--- config.mk ---
export PLATFORM = sky130hd
export DESIGN_NAME = ifft_8_sol1
export DESIGN_NICKNAME = d
export VERILOG_FILES = /design/src/rtl/fft_pkg.sv /design/src/rtl/ifft_bfly.sv /design/src/rtl/ifft_8_sol1.sv
export SDC_FILE = /design/constraint.sdc
export NUM_CORES = 2
export LEC_CHECK = 0
export ABC_AREA = 1
export BUFFER_PORTS_ARGS = -buffer_cell sky130_fd_sc_hd__buf_4
export CELL_PAD_IN_SITES_DETAIL_PLACEMENT = 0
export CELL_PAD_IN_SITES_GLOBAL_PLACEMENT = 2
export CORE_MARGIN = 8
export CORE_UTILIZATION = 37
export DETAILED_ROUTE_END_ITERATION = 12
export PLACE_DENSITY = 0.92
export SLEW_MARGIN = 20
export SYNTH_ARGS = -nofsm -noshare
export SYNTH_HDL_FRONTEND = slang
export SYNTH_SLANG_ARGS = --single-unit
--- constraint.sdc ---
create_clock -name clk -period 16.5 [get_ports clk]
set_clock_uncertainty 0.2 [all_clocks]
set_input_delay 3.3 -clock clk [delete_from_list [all_inputs] [get_ports clk]]
set_output_delay 3.3 -clock clk [all_outputs]
set_load 0.02 [all_outputs]
--- src/rtl/fft_pkg.sv ---
// Shared types, constants and helpers for the 8-point forward/inverse FFT cores.
package fft_pkg;

  localparam int DATA_W = 16;
  localparam logic signed [15:0] TW_C = 16'sh5A82;

  typedef enum logic [1:0] {
    IDLE = 2'd0,
    LOAD = 2'd1,
    CALC = 2'd2,
    DONE = 2'd3
  } fft_state_t;

  function automatic logic [2:0] bitrev3(input logic [2:0] n);
    return {n[0], n[1], n[2]};
  endfunction

  function automatic logic signed [15:0] sat16(input logic signed [18:0] v);
    if (v > 19'sd32767) begin
      return 16'sh7FFF;
    end else if (v < -19'sd32768) begin
      return 16'sh8000;
    end else begin
      return 16'(v);
    end
  endfunction

endpackage

--- src/rtl/ifft_bfly.sv ---
// Combinational radix-2 butterfly with conjugated twiddles and 1/2 stage scaling.
module ifft_bfly
  import fft_pkg::*;
(
  input  logic signed [15:0] a_real,
  input  logic signed [15:0] a_imag,
  input  logic signed [15:0] b_real,
  input  logic signed [15:0] b_imag,
  input  logic [1:0]         k,
  output logic signed [15:0] sum_real,
  output logic signed [15:0] sum_imag,
  output logic signed [15:0] diff_real,
  output logic signed [15:0] diff_imag
);

  logic signed [15:0] tw_real, tw_imag;
  logic signed [31:0] p_rr, p_ii, p_ri, p_ir;
  logic signed [32:0] m_real, m_imag;
  logic signed [17:0] t_real, t_imag;
  logic signed [18:0] s_real, s_imag, d_real, d_imag;

  always_comb begin
    tw_real = '0;
    tw_imag = '0;
    case (k)
      2'd1:    begin tw_real = TW_C;  tw_imag = TW_C; end
      2'd3:    begin tw_real = -TW_C; tw_imag = TW_C; end
      default: begin tw_real = '0;    tw_imag = '0;   end
    endcase
  end

  assign p_rr = b_real * tw_real;
  assign p_ii = b_imag * tw_imag;
  assign p_ri = b_real * tw_imag;
  assign p_ir = b_imag * tw_real;

  // Round-half-up before the Q15 renormalising shift
  assign m_real = 33'(p_rr) - 33'(p_ii) + 33'sd16384;
  assign m_imag = 33'(p_ri) + 33'(p_ir) + 33'sd16384;

  always_comb begin
    t_real = '0;
    t_imag = '0;
    case (k)
      2'd0: begin
        t_real = 18'(b_real);
        t_imag = 18'(b_imag);
      end
      2'd2: begin
        t_real = -18'(b_imag);
        t_imag = 18'(b_real);
      end
      default: begin
        t_real = 18'(m_real >>> 15);
        t_imag = 18'(m_imag >>> 15);
      end
    endcase
  end

  assign s_real = 19'(a_real) + 19'(t_real);
  assign s_imag = 19'(a_imag) + 19'(t_imag);
  assign d_real = 19'(a_real) - 19'(t_real);
  assign d_imag = 19'(a_imag) - 19'(t_imag);

  assign sum_real  = sat16(s_real >>> 1);
  assign sum_imag  = sat16(s_imag >>> 1);
  assign diff_real = sat16(d_real >>> 1);
  assign diff_imag = sat16(d_imag >>> 1);

endmodule

--- src/rtl/ifft_8_sol1.sv ---
// Iterative 8-point radix-2 DIT inverse FFT sharing one butterfly; 1/8 scaling built in.
module ifft_8_sol1
  import fft_pkg::*;
#(
  parameter int DATA_W = fft_pkg::DATA_W
) (
  input  logic                     clk,
  input  logic                     rst,
  input  logic                     start,
  input  logic signed [DATA_W-1:0] data_in_real  [8],
  input  logic signed [DATA_W-1:0] data_in_imag  [8],
  output logic signed [DATA_W-1:0] data_out_real [8],
  output logic signed [DATA_W-1:0] data_out_imag [8],
  output logic                     done,
  output logic                     busy
);

  fft_state_t state, state_next;
  logic load_en, calc_en, fin_en, last;

  logic [1:0] s, b, k;
  logic [2:0] idx_i, idx_j;

  logic signed [15:0] w_real [8];
  logic signed [15:0] w_imag [8];
  logic signed [15:0] sum_real, sum_imag, diff_real, diff_imag;

  assign last = (state == CALC) && (s == 2'd2) && (b == 2'd3);

  always_ff @(posedge clk or negedge rst) begin
    if (!rst) begin
      state <= IDLE;
    end else begin
      state <= state_next;
    end
  end

  always_comb begin
    state_next = state;
    case (state)
      IDLE:    if (start) state_next = LOAD;
      LOAD:    state_next = CALC;
      CALC:    if (last) state_next = DONE;
      DONE:    state_next = IDLE;
      default: state_next = IDLE;
    endcase
  end

  always_comb begin
    busy    = (state != IDLE);
    load_en = (state == LOAD);
    calc_en = (state == CALC);
    fin_en  = (state == DONE);
  end

  // i = (b/h)*2h + b%h built by inserting a zero at bit s of b; j sets that bit
  always_comb begin
    idx_i = '0;
    k     = '0;
    case (s)
      2'd0: begin
        idx_i = {b, 1'b0};
        k     = 2'd0;
      end
      2'd1: begin
        idx_i = {b[1], 1'b0, b[0]};
        k     = {b[0], 1'b0};
      end
      default: begin
        idx_i = {1'b0, b};
        k     = b;
      end
    endcase
    idx_j = idx_i | (3'd1 << s);
  end

  ifft_bfly u_bfly (
    .a_real    (w_real[idx_i]),
    .a_imag    (w_imag[idx_i]),
    .b_real    (w_real[idx_j]),
    .b_imag    (w_imag[idx_j]),
    .k         (k),
    .sum_real  (sum_real),
    .sum_imag  (sum_imag),
    .diff_real (diff_real),
    .diff_imag (diff_imag)
  );

  always_ff @(posedge clk or negedge rst) begin
    if (!rst) begin
      s    <= '0;
      b    <= '0;
      done <= 1'b0;
      for (int unsigned n = 0; n < 8; n++) begin
        w_real[n]        <= '0;
        w_imag[n]        <= '0;
        data_out_real[n] <= '0;
        data_out_imag[n] <= '0;
      end
    end else begin
      done <= fin_en;
      if (load_en) begin
        s <= '0;
        b <= '0;
        for (int unsigned n = 0; n < 8; n++) begin
          w_real[n] <= data_in_real[bitrev3(3'(n))];
          w_imag[n] <= data_in_imag[bitrev3(3'(n))];
        end
      end
      if (calc_en) begin
        w_real[idx_i] <= sum_real;
        w_imag[idx_i] <= sum_imag;
        w_real[idx_j] <= diff_real;
        w_imag[idx_j] <= diff_imag;
        if (last) begin
          s <= '0;
          b <= '0;
        end else if (b == 2'd3) begin
          s <= s + 2'd1;
          b <= '0;
        end else begin
          b <= b + 2'd1;
        end
      end
      if (fin_en) begin
        for (int unsigned n = 0; n < 8; n++) begin
          data_out_real[n] <= w_real[n];
          data_out_imag[n] <= w_imag[n];
        end
      end
    end
  end

endmodule

==> impl_results.md <==
- Status: complete, no violations
- RD Place Congestion: 1.02
- Drt wl/cell: 26.4 um
- Crit path from: s[1]
- CTS tree: done
- WL final: 278000 um
- Required time of the critical path: 16.83 ns
- RR Startpoint: s[1]
- FFs w/ async S/R, synth: 100%
- Ys Warns: 0
- Post-Synth Simple-Gate Area: 18.6%
- Pin count of the biggest net entering global routing: 199
- CTS buffer count: 60
- Most common cell after layout, fill and taps aside: nand2_1
- Critical Setup Path Class: flip-flop to flip-flop
- Syn Area/Cell: 7.65 um^2
- Most frequent CP cell: nand2_1
- Buffer count from post-CTS setup fixing: 0
- Clock-pin slew on the worst setup and hold paths: 0.06 ns
- Mapped Cells: 7981
- Synth area leader: dfrtp_1
- Mapped Area: 61100 um^2
- Final hold viol count: 0
- Post-synthesis compound-gate area fraction: 14.1%
- Number of global-route vias before repair: 57.4k
- Setup TNS: 0 ns
- # setup viols final: 0
- CTS H-tree lvls: 2
- Ports: 517
- Worst hold start: data_out_imag[97]
- Register area share after synthesis: 21.3%
- Post-route DRC: 0
- Die Y: 422 um
- #FFs+latches synth: 519
- Drt first pass iters: 6
- Crit Reg-Reg Endpoint: w_imag[34]
- Worst relative slew slack: 21.1%
- 1st-iter DRT viols: 6061
- Hold depth: 1
- Detailed Place HPWL: 221000 um
- Resize count post-CTS: 0
- Total gr overflow: 0
- Post-synth EDFFs: 0
- Crit path largest cell delay: 0.80 ns
- Most used DFF post-synth: dfrtp_1
- Wire length of the first global-routing pass: 403000 um
- CTS Buffer Depth: 3
- Clock Latency Late Sink: 0.69 ns
- Post-synthesis mux area share: 1.88%
- Element type at the critical path end: flip-flop
- DR vias: 57.4k
- Clock root cell: clkbuf_16
- Slew Limit Fails: 0
- Syn nets: 9377
- Slowest stage cell, crit path: a221oi_1
- Initial antenna violation count: 10
- Number of max-cap violations: 0
- Fmax: 64.5 MHz
- Layout cells sized above 1: 12.2%
- Hold EP: data_out_imag[97]
- Final period utilization: 93.9%
- Final ANT Viol Nets: 0
- Largest family of logic cells by synthesized area: adder cells
- Crit path time final: 15.50 ns
- Worst Path Arrival: 15.83 ns
- Yosys top cell area share: 21.3%
- Synth-to-layout area growth: 13.5%
- Cell variety after synth: 63
- Worst Hold Class: flip-flop to flip-flop
- Layout net count: 9694
- # rows: 149
- DIE AREA: 178000 um^2
- R2R cell count: 61
- Synth Area in Adders: 31.0%
- CP Max Fanout: 57
- Synth area leaders: dfrtp_1 21%, fa_1 21%, nand2_1 11%
- Worst-margin pin slew: 1.17 ns
- Starting Density: 37.1%
- Reg2reg setup slack: 1.0 ns
- Post-DR vias/cell: 5.44
- Port bufs: 516
- Gr usage total: 30.1%
- Clock sink count: 519
- Die span in x: 422 um
- RSZ-0062 raised after global routing: no
- CP startpoint kind: flip-flop
- Hold_buf cts: 0
- Post-synthesis xor/xnor area fraction: 1.76%
- Core Box Area: 164000 um^2
- Leading cell types in the layout, fill and taps excluded: 1725 x nand2_1, 1358 x inv_1, 643 x buf_4
==> cell type report <==
class / instances / area, um^2
diodes: 10 / 25.0
clock buffers: 81 / 1670
clock inverters: 32 / 398
fillers: 17000 / 95200
inverters: 1387 / 5210
multi-input cells: 5679 / 41300
flip-flops and latches: 519 / 13000
well taps: 2189 / 2740
repair buffers: 651 / 4980
==> routing by layer <==
metal  vias to the layer above  track usage, %  wire (um)
met5                         -               0          0
met4                         0            15.5      17800
met1                     28300            39.2     111000
li1                      25800               -          -
met2                      2674            48.3     127000
met3                       602            4.92      22000
==> cells in the mapped netlist, types with 32 or more instances <==
cell / instances
fa_1: 628
a21oi_1: 611
or2_2: 92
o22ai_1: 112
a22oi_1: 32
nand2_1: 1727
xor2_1: 103
dfrtp_1: 519
mux2_2: 53
buf_2: 37
nor2_1: 577
inv_1: 1364
o21bai_1: 38
nor3_1: 42
o211ai_1: 33
o21ai_1: 138
nand3_1: 251
ha_1: 509
buf_1: 37
mux2i_1: 55
clkbuf_1: 276
o21ai_0: 438
==> state kept, by name (all words and copies together) (netlist names) <==
| register | count |
|---|---|
| w_imag | 128 |
| state | 2 |
| b | 2 |
| data_out_real | 128 |
| w_real | 128 |
| done | 1 |
| data_out_imag | 128 |
| s | 2 |
==> how the worst max path moves through the flow <==
stage,end,depth (start not counted),slack [ns]
floorplan,w_imag[74],51,4.28
global placement,w_imag[50],61,1.59
detailed placement,w_imag[34],61,1.46
CTS,w_imag[34],61,1.40
global route,w_imag[34],57,0.28
finish,w_imag[34],61,1.0
==> critical path: cells and delay by family (launching register included) <==
kind | cells | cell delay, ns
compound gates | 16 | 4.49
fa+ha+maj | 10 | 4.32
buf+inv | 14 | 1.70
flops | 1 | 0.41
simple gates | 21 | 4.17
==> cells by family after synthesis <==
| group | Yosys count |
|---|---|
| XOR/XNOR | 123 |
| other | 1 |
| multiplexers | 108 |
| flip-flops | 519 |
| AO/OA/AOI/OAI | 1538 |
| buffers and inverters | 1783 |
| adder cells (fa/ha/maj) | 1137 |
| AND/OR/NAND/NOR | 2772 |
==> per-stage QoR <==
step | worst slack (ns) | util (%) | cell area (um^2) | std cells | hold WS [ns]
finish | 0.999 | 42.1 | 69300 | 10500 | 0.310
global route | 0.281 | 42.1 | 69300 | 10500 | 0.322
CTS | 1.40 | 42.1 | 69200 | 10500 | 0.312
detailed placement | 1.46 | 40.9 | 67200 | 10400 | 0.298
global placement | 1.59 | 40.9 | 67200 | 10400 | 0.294
floorplan | 4.28 | - | 61100 | 7981 | 0.297
Power is left out: the tool's default activity adds up to more than one toggle a clock period on the data nets, which glitch-free logic cannot reach.
